$ cat src/rtl/ext_pkg.sv
`default_nettype none
// ============================================================================
//  Module      : ext_pkg
//  Description : Shared immediate-extension mode encodings, used by the
//                instruction decoder and the immediate extension pipe.
//  Revision    : 1.0 - initial release
// ============================================================================
package ext_pkg;

    // Extension modes carried on the 2-bit op field
    typedef enum logic [1:0] {
        EXT_ZERO   = 2'd0,  // {zeros, imm}
        EXT_SIGN   = 2'd1,  // {sign, imm}
        EXT_UPPER  = 2'd2,  // {imm, zeros}
        EXT_BRANCH = 2'd3   // {sign, imm, 2'b00}
    } ext_op_e;

    localparam int c_FIFO_DEPTH = 2;

endpackage : ext_pkg
`default_nettype wire

$ cat src/rtl/imm_ext_pipe_if.sv
`default_nettype none
// ============================================================================
//  Module      : imm_ext_pipe_if
//  Description : Valid/ready bus around the immediate extension pipe. The
//                master side is the surrounding pipeline (upstream producer
//                and downstream consumer); the slave side is the block.
//  Revision    : 1.0 - initial release
// ============================================================================
interface imm_ext_pipe_if #(
    parameter int IN_W  = 16,
    parameter int OUT_W = 32,
    parameter int TAG_W = 32
);
    logic             flush;
    logic             in_valid;
    logic             in_ready;
    logic [IN_W-1:0]  in_imm;
    logic [1:0]       in_op;
    logic [TAG_W-1:0] in_tag;
    logic             out_valid;
    logic             out_ready;
    logic [OUT_W-1:0] out_data;
    logic [TAG_W-1:0] out_tag;

    modport master (
        output flush, in_valid, in_imm, in_op, in_tag, out_ready,
        input  in_ready, out_valid, out_data, out_tag
    );

    modport slave (
        input  flush, in_valid, in_imm, in_op, in_tag, out_ready,
        output in_ready, out_valid, out_data, out_tag
    );

endinterface : imm_ext_pipe_if
`default_nettype wire

$ cat src/rtl/imm_ext_core.sv
`default_nettype none
// ============================================================================
//  Module      : imm_ext_core
//  Description : Purely combinational immediate extension mux. Every mode
//                produces a fully defined result.
//  Revision    : 1.0 - initial release
// ============================================================================
module imm_ext_core
    import ext_pkg::*;
#(
    parameter int IN_W  = 16,
    parameter int OUT_W = 32   // must be at least IN_W + 2
) (
    input  wire logic [IN_W-1:0]  i_imm,
    input  wire logic [1:0]       i_op,
    output logic      [OUT_W-1:0] o_result
);

    localparam int c_PAD = OUT_W - IN_W;

    logic             w_sign;
    logic [OUT_W-1:0] w_zero_ext;
    logic [OUT_W-1:0] w_sign_ext;
    logic [OUT_W-1:0] w_upper;
    logic [OUT_W-1:0] w_branch;

    assign w_sign     = i_imm[IN_W-1];
    assign w_zero_ext = {{c_PAD{1'b0}}, i_imm};
    assign w_sign_ext = {{c_PAD{w_sign}}, i_imm};
    assign w_upper    = {i_imm, {c_PAD{1'b0}}};

    // Branch offset needs two spare bits for the shift; with exactly two
    // there is no room left for sign replication.
    generate
        if (c_PAD == 2) begin : g_branch_exact
            assign w_branch = {i_imm, 2'b00};
        end else begin : g_branch_pad
            assign w_branch = {{(c_PAD-2){w_sign}}, i_imm, 2'b00};
        end
    endgenerate

    // Select the extension for the requested mode
    always_comb begin
        o_result = w_zero_ext;
        case (ext_op_e'(i_op))
            EXT_ZERO:   o_result = w_zero_ext;
            EXT_SIGN:   o_result = w_sign_ext;
            EXT_UPPER:  o_result = w_upper;
            EXT_BRANCH: o_result = w_branch;
            default:    o_result = w_zero_ext;
        endcase
    end

endmodule : imm_ext_core
`default_nettype wire

$ cat src/rtl/imm_ext_pipe.sv
`default_nettype none
// ============================================================================
//  Module      : imm_ext_pipe
//  Description : Immediate extension stage with a 2-entry skid buffer.
//                The result is computed on input transfer and stored, so
//                out_data always comes from registers. in_ready depends on
//                registered occupancy only.
//  Revision    : 1.0 - initial release
// ============================================================================
module imm_ext_pipe
    import ext_pkg::*;
#(
    parameter int IN_W  = 16,
    parameter int OUT_W = 32,
    parameter int TAG_W = 32
) (
    input  wire logic       clk,
    input  wire logic       reset,
    imm_ext_pipe_if.slave   bus
);

    logic [OUT_W-1:0] w_ext;
    logic             w_in_ready;
    logic             w_out_valid;
    logic             w_push;
    logic             w_pop;

    logic [OUT_W-1:0] r_data [c_FIFO_DEPTH];
    logic [TAG_W-1:0] r_tag  [c_FIFO_DEPTH];
    logic             r_wptr;
    logic             r_rptr;
    logic [1:0]       r_count;

    imm_ext_core #(
        .IN_W  (IN_W),
        .OUT_W (OUT_W)
    ) u_core (
        .i_imm    (bus.in_imm),
        .i_op     (bus.in_op),
        .o_result (w_ext)
    );

    // A full buffer refuses pushes even when a pop happens the same cycle,
    // which keeps out_ready off the in_ready path.
    assign w_in_ready  = (r_count < 2'd2);
    assign w_out_valid = (r_count != 2'd0);
    assign w_push      = bus.in_valid && w_in_ready;
    assign w_pop       = w_out_valid && bus.out_ready;

    assign bus.in_ready  = w_in_ready;
    assign bus.out_valid = w_out_valid;
    assign bus.out_data  = r_data[r_rptr];
    assign bus.out_tag   = r_tag[r_rptr];

    // Occupancy and 1-bit wrapping pointers; flush empties the buffer
    always_ff @(posedge clk) begin
        if (reset || bus.flush) begin
            r_count <= 2'd0;
            r_wptr  <= 1'b0;
            r_rptr  <= 1'b0;
        end else begin
            if (w_push) begin
                r_wptr <= ~r_wptr;
            end
            if (w_pop) begin
                r_rptr <= ~r_rptr;
            end
            case ({w_push, w_pop})
                2'b10:   r_count <= r_count + 2'd1;
                2'b01:   r_count <= r_count - 2'd1;
                default: r_count <= r_count;
            endcase
        end
    end

    // Entry storage; cleared on reset so the idle output reads zero
    always_ff @(posedge clk) begin
        if (reset) begin
            for (int i = 0; i < c_FIFO_DEPTH; i++) begin
                r_data[i] <= '0;
                r_tag[i]  <= '0;
            end
        end else if (w_push && !bus.flush) begin
            r_data[r_wptr] <= w_ext;
            r_tag[r_wptr]  <= bus.in_tag;
        end
    end

endmodule : imm_ext_pipe
`default_nettype wire

$ cat src/flat_wrapper.sv
// flat-port wrapper written by rule: the top's interface ports become plain ports
module imm_ext_pipe_flat import ext_pkg::*;
#(
    parameter int IN_W  = 16,
    parameter int OUT_W = 32,
    parameter int TAG_W = 32
)
  (clk, reset, bus_flush, bus_in_valid, bus_in_imm, bus_in_op, bus_in_tag, bus_out_ready, bus_in_ready, bus_out_valid, bus_out_data, bus_out_tag);
  imm_ext_pipe_if #(.IN_W(IN_W), .OUT_W(OUT_W), .TAG_W(TAG_W)) bus_i ();
  input  wire logic clk;
  input  wire logic reset;
  input wire logic [$bits(bus_i.flush)-1:0] bus_flush;
  input wire logic [$bits(bus_i.in_valid)-1:0] bus_in_valid;
  input wire logic [$bits(bus_i.in_imm)-1:0] bus_in_imm;
  input wire logic [$bits(bus_i.in_op)-1:0] bus_in_op;
  input wire logic [$bits(bus_i.in_tag)-1:0] bus_in_tag;
  input wire logic [$bits(bus_i.out_ready)-1:0] bus_out_ready;
  output wire logic [$bits(bus_i.in_ready)-1:0] bus_in_ready;
  output wire logic [$bits(bus_i.out_valid)-1:0] bus_out_valid;
  output wire logic [$bits(bus_i.out_data)-1:0] bus_out_data;
  output wire logic [$bits(bus_i.out_tag)-1:0] bus_out_tag;
  assign bus_i.flush = bus_flush;
  assign bus_i.in_valid = bus_in_valid;
  assign bus_i.in_imm = bus_in_imm;
  assign bus_i.in_op = bus_in_op;
  assign bus_i.in_tag = bus_in_tag;
  assign bus_i.out_ready = bus_out_ready;
  assign bus_in_ready = bus_i.in_ready;
  assign bus_out_valid = bus_i.out_valid;
  assign bus_out_data = bus_i.out_data;
  assign bus_out_tag = bus_i.out_tag;
  imm_ext_pipe #(.IN_W(IN_W), .OUT_W(OUT_W), .TAG_W(TAG_W)) u_core (.clk(clk), .reset(reset), .bus(bus_i));
endmodule
$ cat config.mk
export PLATFORM = sky130hd
export DESIGN_NAME = imm_ext_pipe_flat
export DESIGN_NICKNAME = d
export VERILOG_FILES = /design/src/rtl/ext_pkg.sv /design/src/rtl/imm_ext_pipe_if.sv /design/src/rtl/imm_ext_core.sv /design/src/rtl/imm_ext_pipe.sv /design/src/flat_wrapper.sv
export SDC_FILE = /design/constraint.sdc
export NUM_CORES = 1
export LEC_CHECK = 0
export CORE_AREA = 2 2 118 120
export DETAILED_ROUTE_END_ITERATION = 8
export DIE_AREA = 0 0 120 122
export PLACE_DENSITY = 0.77
export SLEW_MARGIN = 15
export SYNTH_ARGS = -nofsm -noshare
export SYNTH_HDL_FRONTEND = slang
export SYNTH_SLANG_ARGS = --single-unit
$ cat constraint.sdc
create_clock -name clk -period 3.9 [get_ports clk]
set_input_delay 0.975 -clock clk [delete_from_list [all_inputs] [get_ports clk]]
set_output_delay 0.975 -clock clk [all_outputs]
set_load 0.02 [all_outputs]
Word level (Yosys, flattened, before mapping)
Memory sizes are Yosys's and may differ from the RTL's. A register that Yosys moved wholly into a read port is not among the register bits.
Index checks and enable logic that the tools add are counted.

storage, ports and cells
  bits of input ports = 55
  bits in registers = 4
  memories kept = 2
  memory bits (writable) = 128
  output and inout port bits = 66
  word-level logic and storage cells = 42

cells by class
  bitwise logic cells = 2
  magnitude comparators = 1
  mux-type cells = 17
  reductions and logical operators = 10
  eq/ne operators = 5
  $add $sub $neg = 2

memories
  memory         depth  width  rd ports  clocked after Yosys merged registers in  write ports  line                source
  u_core.r_data  2      32     1         1                                        2            imm_ext_pipe.sv:28  logic [OUT_W-1:0] r_data [c_FIFO_DEPTH];
  u_core.r_tag   2      32     1         1                                        2            imm_ext_pipe.sv:29  logic [TAG_W-1:0] r_tag [c_FIFO_DEPTH];

operator list
  cell                 count
  $pmux 32 s4          1
  $mux 32              2
  $reduce_or 32->1     2
  $mux 1               13
  $eq 2x2->1 const B   3
  $eq 2x1->1 const B   2
  $pmux 2 s2           1
  $reduce_bool 2->1    2
  $logic_and 1x1->1    3
  $add 2x1->2 const B  1
  $logic_not 2->1      1
  $lt 2x2->1 const B   1
  $not 1->1            2
  $sub 2x1->2 const B  1
  $logic_not 1->1      1
  $logic_or 1x1->1     1

Depth between registers and ports, before layout
  word-level depth = 8
  gate-level depth with buffers = 6
  mapped depth without buffers = 6

By module
From an unflattened synthesis, not the netlist that was laid out.

unflattened totals
  cells, all modules = 425
  area total of the unflattened synthesis = 6207.2 um^2

by module, submodules not included
  module        times used  area each (um^2)  cells each  seq. area each (um^2)
  imm_ext_pipe  1           5841.9            383         3943.8
  imm_ext_core  1           365.4             42          0.0

Worst setup path after synthesis
Ideal clock, no wire load.

  path type = input-to-reg
  from = in bus_flush
  to = mem u_core.r_data[0][0], enable pin
  setup time = 433 ps
  arrival time = 3289 ps
  setup slack = 179 ps
  buffers on the path = 2
  required time = 3467 ps
  stages on the path = 5
  cell sequence = or2_0 -> clkbuf_2 -> or3_1 -> buf_6 -> nand2b_1

RTL lines
  item                line                source
  start: declaration  flat_wrapper.sv:12  input wire logic [$bits(bus_i.flush)-1:0] bus_flush;
  end: declaration    imm_ext_pipe.sv:28

==> run metrics <==
M1 wire length=5390 um; wire length on met3=~890 um; R2R Path Start=u_core.r_count[1]$_SDFFE_PP0P_; Yosys top cell area share=0.651; R2R Setup Slk=~1900 ps; Syn Area/Cell=around 14 um^2; WS Path Type=reg -> out; switching power=0.751 mW; placed wire-length estimate=roughly 8000 um; Initial DRC Count=around 300; crit end category=output pin; sequential fraction of design power=0.480; post-CTS sizing=0; Die Area=approximately 15000 um^2; fin crit share=0.789; status=completed; PD cells=about 440 nW/um^2; synthesized cell area=~5900 um^2; DRC=0; highest metal used=met4; I/O pins=121; internal power=between 2 and 3 mW; layout cell share with drive strength beyond 1=0.190; Layout area overhead=32.6%; number of CTS-inserted buffers=17; Synth cell types=28; Max Fclk=325 MHz; VDD IR max=around 0.00021 V; routability cong.=about 0.80; RSZ-0062 raised after global routing=false; Tmin final=3080 ps; Slew Limit Fails=0; largest net degree at the start of global routing=34; drt pass-1 iters=5; Synth area leader=edfxtp_1; clock network fraction of total power=0.402; Worst Path Arrival=2100 ps; HP Start=u_core.r_count[1]$_SDFFE_PP0P_; most frequent cells in the layout=edfxtp_1 (128), clkdlybuf4s50_1 (120), mux2_2 (65), and2_1 (65), nor2_1 (63); power after layout=approximately 3.5 mW; Syn. warnings=0; clock latency on the worst-skew pair=400 ps; fillers=approximately 1.1k; Die W=between 100 and 150 um; Comb pwr share=0.118; Std-Cell Rows=43; hold-critical path endpoint=u_core.r_count[1]$_SDFFE_PP0P_; drt total wl=roughly 13000 um; Routed wire per std cell=16.9 um; met2 wire length=roughly 6000 um; post-route antenna net violation count=0; Starting Density=0.437; All-Layer GR Usage=0.175; worst hold path type=reg -> reg; static leakage=around 2.8 nW; port bufs=120; clock tree sinks=~130; Hold Buf Count CTS=0; Worst Path Max Fanout=32; Mapped Cells=approximately 430; Final Util=0.579; Max-slew headroom=0.512; Max Cap Viol=0; Final Setup Violations=0; CP required=just under 3000 ps; Worst R2R End=u_core.r_tag[0][24]$_SDFFCE_PN0P_; root buf cell=clkbuf_16; register area share after synthesis=0.668; CTS tree=done; vias in the first global route=around 3.8k; n_diodes=0; Setup Skew=about 3.8 ps; Hold Path Stages=2; Seq cells post-synth=around 130; first-pass GRT wire length=about 19000 um; Die Y=122 um; Sw Ratio=0.218; placed inst area=approximately 7300 um^2; Max Root-Sink Buffers=2; Mapped Nets=around 480; DR vias/cell=approximately 5; core area=13500 um^2; via count=about 3.7k; TNS Setup=0 ps; commonest non-fill, non-tap cell in the layout=edfxtp_1; FF-to-FF path depth=5; clock slew at reported path FFs=~50 ps; final global-route overflow total=0; fin nets=606; post-CTS setup buffers=0; slew at the pin closest to its max-slew limit=around 730 ps; crit start category=flip-flop; Hold Vio Cnt, Final=0; initial antenna violation count=0; synth top area cells=edfxtp_1 (65%), mux2_2 (12%), and2_1 (6.9%), nor2_1 (4.0%), a21oi_1 (2.5%); CTS H-Tree Depth=4; final instance area=~8000 um^2
-- worst max path at each step --
stage,end,slack [ps],startpoint,depth (start not counted)
finish,bus_out_data[28],820,flip-flop,3
global route,bus_out_data[28],740,flip-flop,3
CTS,bus_out_data[28],790,flip-flop,3
detailed placement,u_core.r_tag[0][21]$_SDFFCE_PN0P_,680,reset,5
global placement,u_core.r_tag[0][21]$_SDFFCE_PN0P_,760,reset,5
floorplan,u_core.r_data[0][0]$_SDFFCE_PN0P_,180,bus_flush,5
-- per-layer routing --
| layer | track usage | vias to the layer above |
|---|---|---|
| met4 | 0.0625 | 0 |
| met1 | 0.221 | 1803 |
| li1 | - | 1750 |
| met2 | 0.288 | 162 |
| met3 | 0.0501 | 14 |
| met5 | 0 | - |
-- power by group through the flow --
stage          Combinational (mW)  Sequential [mW]  Clock [mW]
3_3_place_gp                0.402             1.68           0
5_1_grt                     0.433             1.66        1.48
6_report                    0.406             1.66        1.39
4_1_cts                     0.410             1.66        1.42
2_1_floorplan               0.207             1.68           0
3_5_place_dp                0.406             1.69           0
-- cells in the mapped netlist (all sizes together) --
cell type / instances
ha: 1
xnor2: 3
a21oi: 29
nand2b: 4
edfxtp: 128
nor3: 1
o21ai: 2
or3: 2
buf: 12
o21a: 1
mux2: 65
or2: 2
and2: 66
inv: 2
nand3: 1
clkbuf: 15
nor2b: 15
and2b: 1
xor2: 1
and3: 1
dfxtp: 5
mux2i: 1
nor2: 69
-- stage by stage --
stage	hold WS, ps	setup WS, ps	instances
3_5_place_dp	521	678	711
4_1_cts	537	791	743
3_3_place_gp	509	764	711
5_1_grt	584	741	743
2_1_floorplan	481	179	427
6_report	536	822	743
-- critical path, cell delays in order, from the launching register on --
cell	delay (ps)
dfxtp_2	320
buf_4	380
mux2_2	390
clkdlybuf4s50_1	580
-- final cells by class --
class                      instances  area (um^2)  share of cell area
clock buffer                      24          452              0.0577
clock inverter                     8         58.8             0.00752
inverter                           2         7.51            0.000960
multi-input combinational        265         1830               0.233
sequential                       133         3950               0.504
tap                              180          225              0.0288
timing repair buffer             131         1310               0.167
-- cells by family (layout without fill, tap and decap cells) --
| kind of cell | count (synthesis) | count (layout) | synth area share |
|---|---|---|---|
| muxes | 66 | 66 | 0.126 |
| AOI/OAI and AO/OA | 32 | 32 | 0.0276 |
| buffers and inverters | 29 | 165 | 0.0254 |
| xor gates and xnor gates | 4 | 4 | 0.00594 |
| and+or+nand+nor | 162 | 162 | 0.145 |
| adders and majority gates | 1 | 1 | 0.00212 |
| DFF | 133 | 133 | 0.668 |
-- flip-flops by register name (all words and copies together) (netlist names), named ones only --
signal	flops
u_core.r_count	2
u_core.r_data	64
u_core.r_tag	64
u_core.r_wptr	1
u_core.r_rptr	1
Power figures use the tool's default switching activity.
